File: src/rtl/dbus_pkg.sv
// Shared types and defaults for the data-bus arbiter.
package dbus_pkg;

    localparam int unsigned BUS_ADDR_W    = 8;
    localparam int unsigned BUS_DATA_W    = 32;
    localparam int unsigned DEF_MAX_WAIT  = 4;
    localparam int unsigned DEF_DBG_BURST = 2;

    typedef enum logic {
        CPU_OWN = 1'b0,
        DBG_OWN = 1'b1
    } arb_state_t;

    typedef struct packed {
        logic                  we;
        logic [BUS_ADDR_W-1:0] addr;
        logic [BUS_DATA_W-1:0] wdata;
    } bus_req_t;

endpackage

File: src/rtl/dbus_mux.sv
// Combinational 2:1 bus request select with write-enable gating.
module dbus_mux
    import dbus_pkg::*;
(
    input  bus_req_t cpu,
    input  bus_req_t dbg,
    input  logic     grant_dbg,
    input  logic     we_en,
    output bus_req_t bus
);

    bus_req_t sel;

    // Only the granted requester's write enable can reach the bus.
    always_comb begin
        sel    = grant_dbg ? dbg : cpu;
        bus    = sel;
        bus.we = we_en & sel.we;
    end

endmodule

File: src/rtl/dbus_arbiter.sv
// Shares the data-memory bus between the CPU (default owner) and a debug port
// that is served in idle cycles or forcibly after a bounded wait.
module dbus_arbiter
    import dbus_pkg::*;
#(
    parameter int unsigned ADDR_W    = BUS_ADDR_W,
    parameter int unsigned DATA_W    = BUS_DATA_W,
    parameter int unsigned MAX_WAIT  = DEF_MAX_WAIT,
    parameter int unsigned DBG_BURST = DEF_DBG_BURST
) (
    input  logic              clk,
    input  logic              reset_n,
    input  logic              cpu_req,
    input  logic              cpu_we,
    input  logic [ADDR_W-1:0] cpu_addr,
    input  logic [DATA_W-1:0] cpu_wdata,
    output logic [DATA_W-1:0] cpu_rdata,
    output logic              cpu_stall,
    input  logic              dbg_req,
    input  logic              dbg_we,
    input  logic [ADDR_W-1:0] dbg_addr,
    input  logic [DATA_W-1:0] dbg_wdata,
    output logic [DATA_W-1:0] dbg_rdata,
    output logic              dbg_ack,
    output logic              bus_we,
    output logic [ADDR_W-1:0] bus_addr,
    output logic [DATA_W-1:0] bus_wdata,
    input  logic [DATA_W-1:0] bus_rdata
);

    localparam int unsigned WAIT_W  = $clog2(MAX_WAIT + 1);
    localparam int unsigned BURST_W = $clog2(DBG_BURST + 1);

    arb_state_t         state, state_nxt;
    logic [WAIT_W-1:0]  wait_cnt, wait_nxt;
    logic [BURST_W-1:0] burst_cnt, burst_nxt;
    logic               grant_dbg, we_en, ack;
    bus_req_t           cpu_bus, dbg_bus, sel_bus;

    always_ff @(posedge clk or negedge reset_n) begin
        if (!reset_n) begin
            state     <= CPU_OWN;
            wait_cnt  <= '0;
            burst_cnt <= '0;
        end else begin
            state     <= state_nxt;
            wait_cnt  <= wait_nxt;
            burst_cnt <= burst_nxt;
        end
    end

    always_comb begin
        state_nxt = state;
        wait_nxt  = wait_cnt;
        burst_nxt = burst_cnt;
        grant_dbg = 1'b0;
        we_en     = 1'b0;
        ack       = 1'b0;
        case (state)
            CPU_OWN: begin
                wait_nxt = '0;
                if (cpu_req) begin
                    we_en = 1'b1;
                    if (dbg_req) begin
                        // Debug has been blocked long enough: steal the bus next cycle.
                        if (wait_cnt == WAIT_W'(MAX_WAIT - 1)) begin
                            state_nxt = DBG_OWN;
                            burst_nxt = '0;
                        end else if (wait_cnt != WAIT_W'(MAX_WAIT)) begin
                            wait_nxt = wait_cnt + WAIT_W'(1);
                        end else begin
                            wait_nxt = wait_cnt;
                        end
                    end
                end else if (dbg_req) begin
                    grant_dbg = 1'b1;
                    we_en     = 1'b1;
                    ack       = 1'b1;
                end
            end
            DBG_OWN: begin
                grant_dbg = 1'b1;
                we_en     = dbg_req;
                ack       = dbg_req;
                if (dbg_req) begin
                    burst_nxt = burst_cnt + BURST_W'(1);
                end
                if (!dbg_req || burst_cnt == BURST_W'(DBG_BURST - 1)) begin
                    state_nxt = CPU_OWN;
                end
            end
            default: state_nxt = CPU_OWN;
        endcase
    end

    assign cpu_bus = '{we: cpu_we, addr: BUS_ADDR_W'(cpu_addr), wdata: BUS_DATA_W'(cpu_wdata)};
    assign dbg_bus = '{we: dbg_we, addr: BUS_ADDR_W'(dbg_addr), wdata: BUS_DATA_W'(dbg_wdata)};

    // Reset forces the CPU path with writes and acks suppressed, without waiting for a clock.
    dbus_mux u_mux (
        .cpu       (cpu_bus),
        .dbg       (dbg_bus),
        .grant_dbg (grant_dbg & reset_n),
        .we_en     (we_en & reset_n),
        .bus       (sel_bus)
    );

    assign bus_we    = sel_bus.we;
    assign bus_addr  = ADDR_W'(sel_bus.addr);
    assign bus_wdata = DATA_W'(sel_bus.wdata);
    assign dbg_ack   = ack & reset_n;
    assign cpu_stall = (state == DBG_OWN);
    assign cpu_rdata = bus_rdata;
    assign dbg_rdata = bus_rdata;

endmodule

File: config.mk
export PLATFORM = sky130hd
export DESIGN_NAME = dbus_arbiter
export DESIGN_NICKNAME = d
export VERILOG_FILES = /design/src/rtl/dbus_pkg.sv /design/src/rtl/dbus_mux.sv /design/src/rtl/dbus_arbiter.sv
export SDC_FILE = /design/constraint.sdc
export NUM_CORES = 1
export LEC_CHECK = 0
export CORE_AREA = 2 2 103 65
export CTS_BUF_LIST = sky130_fd_sc_hd__clkbuf_4 sky130_fd_sc_hd__clkbuf_8 sky130_fd_sc_hd__clkbuf_16
export CTS_CLUSTER_DIAMETER = 60
export CTS_CLUSTER_SIZE = 30
export DETAILED_ROUTE_END_ITERATION = 8
export DIE_AREA = 0 0 105 67
export PLACE_DENSITY = 0.87
export SYNTH_ARGS = -nofsm -noshare
export SYNTH_HDL_FRONTEND = slang
export SYNTH_HIERARCHICAL = 1
export SYNTH_SLANG_ARGS = --single-unit
File: constraint.sdc
create_clock -name clk -period 3.8 [get_ports clk]
set_clock_uncertainty 0.1 [all_clocks]
set_input_delay 0.76 -clock clk [delete_from_list [all_inputs] [get_ports clk]]
set_output_delay 0.76 -clock clk [all_outputs]
set_load 0.005 [all_outputs]
==> impl_metrics.ini <==
[run_status]
status = finished, final reports clean

[synthesis]
syn_nets = 269
synth-seq-area-share_pct = 9.69
synth_cells = 148
synthTopCellsByCount = 64 x buf_4, 40 x mux2_4, 6 x dfrtp_1
synth_cell_types = 28
synth-seq-cells = 6
synth_top_flop_cell = dfrtp_1
yosys_warnings = 6
synth_top_area_cell = mux2_4
synth-edff-count = 0
yosysMostFrequentCell = buf_4
synth_area_sq_um = 1550
avgSynthCellArea_sq_um = 10.5
ys_top_cells_by_area = mux2_4 39%, buf_4 31%, dfrtp_1 9.7%, buf_12 5.2%, ha_1 2.4%
async_flop_share_pct = 100
yosys.area.top_type_share_pct = 38.7

[critical_path]
cp_max_fo = 33
crit_arrival_ns = 2.80
required_ns = 2.94
ff2ff_path_depth = 4
path_class = in -> out
end_kind = output pin
worst_setup_path_start_kind = input pin

[sta]
holdWs_ns = 0.384
timing.final.crit_share_pct = 96.3
min_period_ns = 3.66
fmax_mhz = 273
setup_violations = 0
grt_setup_unrepaired = no
hold_violations = 0
final_max_slew_viol_count = 0
slew_headroom_pct = 78.4
setup_slack_ns = 0.141
worst_pin_slew_ns = 0.322
fin_setup_tns_ns = 0

[placement]
io_buffers = 128
gp_congestion = 0.742
dp_hpwl_um = 4340
placed_area_sq_um = 2400
place_ws_ns = 0.137
dp.cells = 294

[cts]
cts_buffer_depth = 2
cts.repair.resized = 0
htree_levels = 1
cts.sinks = 6
cts_tree = done
postCtsHoldBufs = 0
postCtsSetupRepairBufs = 0
cts_root_buf = clkbuf_8
worstSkewPairLatency_ns = 0.22
path_clk_slew_ns = 0.03
cts_made_buffers = 3

[floorplanning]
std_cell_rows = 22
die_y_um = 67
die_x_um = 105
core_area_sq_um = 6000
start_util_pct = 25.8
die-area_sq_um = 7040
ios = 225

[hold_path]
whs_path_depth = 1
hold_path.class = reg -> reg

[global_route]
grt_usage_pct = 12.8
grt_pass1_vias = 1204
grt_first_pass_wirelength_um = 6900
overflow = 0
grt_max_degree = 34
grt_antenna_before_repair = 0

[route]
post_drt_wl_per_cell_um = 16.6
postRouteAntennaNets = 0
firstDrtPassIters = 4
via_per_inst = 3.99
num_vias = 1185
drc = 0
drt_wl_total_um = 4940
dr.first_iter.drc_count = 28

[flow_run]
maxCapViolCount = 0

[power]
total_leakage_power_uw = 0.00100
ir_drop_uv = 67.2
pwr_density_cell_nw_per_um2 = 170

[layout]
fin_nets = 336
final_layout_size_suffix_gt1_share_pct = 23.9
final_area_sq_um = 2440
syn_to_final_growth_pct = 57.5
antenna_cells = 0
stdcell_count = 297
[critical path, stage by stage]
cell,delay (ns)
clkdlybuf4s50_1,0.54
inv_1,0.10
o21ai_0,0.14
and2_2,0.19
buf_12,0.25
mux2_4,0.33
clkdlybuf4s50_1,0.46
[registers in the layout, summed over array words and instances (netlist names)]
| signal | count |
|---|---|
| cpu_stall | 1 |
| burst_cnt | 2 |
| wait_cnt | 3 |
[cell families (layout without fill, tap and decap cells)]
logic type | after synthesis | after routing | share of synthesized area, %
multiplexers | 43 | 43 | 40.8
AND/OR/NAND/NOR | 11 | 11 | 4.44
buffers and inverters | 75 | 140 | 38.3
flip-flops | 6 | 6 | 9.68
adder cells (fa/ha/maj) | 3 | 3 | 2.42
AO/OA/AOI/OAI | 10 | 10 | 4.28
[report_power, final]
part / switching, uW / internal (uW) / total, uW
clock network: 24.4 / 67.8 / 92.1
logic: 62.0 / 186 / 248
registers: 3.75 / 70.8 / 74.5
total: 90.1 / 325 / 415
[area by class of cell]
type,instances,area [sq um]
Sequential cell,6,150
Timing Repair Buffer,131,1320
Clock buffer,3,41.3
Inverter,6,22.5
Fill cell,585,3560
Tap cell,84,105
Multi-Input combinational cell,67,807
[per-stage QoR]
| stage | util (%) | power [uW] |
|---|---|---|
| final | 40.7 | 415 |
| after global routing | 40.7 | 437 |
| after detailed placement | 40.0 | 325 |
| after CTS | 40.7 | 420 |
| after global placement | 40.0 | 319 |
| after floorplan | - | 219 |
[layout by cell type, fill, tap and decap left out, drive strengths merged, types with 2 or more instances in the layout]
| cell | netlist | layout |
|---|---|---|
| dfrtp | 6 | 6 |
| mux2 | 42 | 42 |
| nor2b | 2 | 2 |
| buf | 69 | 3 |
| o21ai | 3 | 3 |
| ha | 3 | 3 |
| nand2 | 4 | 4 |
| inv | 6 | 6 |
| clkdlybuf4s50 | 0 | 128 |
| a21boi | 2 | 2 |
| clkbuf | 0 | 3 |
[layer usage]
metal	global-route usage, %	up-vias	share of wire [%]
li1	-	567	-
met1	15.3	532	42
met2	20.4	86	47
met3	7.44	0	12
met4	2.00	0	0
met5	0	-	0
[final timing paths]
check / start / endpoint / slack, ns
setup / recovery: dbg_req / bus_wdata[18] / 0.14
hold / removal: burst_cnt[0] / burst_cnt[0] / 0.38
setup reg to reg: wait_cnt[0] / wait_cnt[1] / 2.41
hold reg to reg: burst_cnt[0] / burst_cnt[0] / 0.38
max in group asynchronous: reset_n / burst_cnt[0] / 2.74
min in group asynchronous: reset_n / wait_cnt[2] / 0.74
Power figures use the tool's default switching activity.
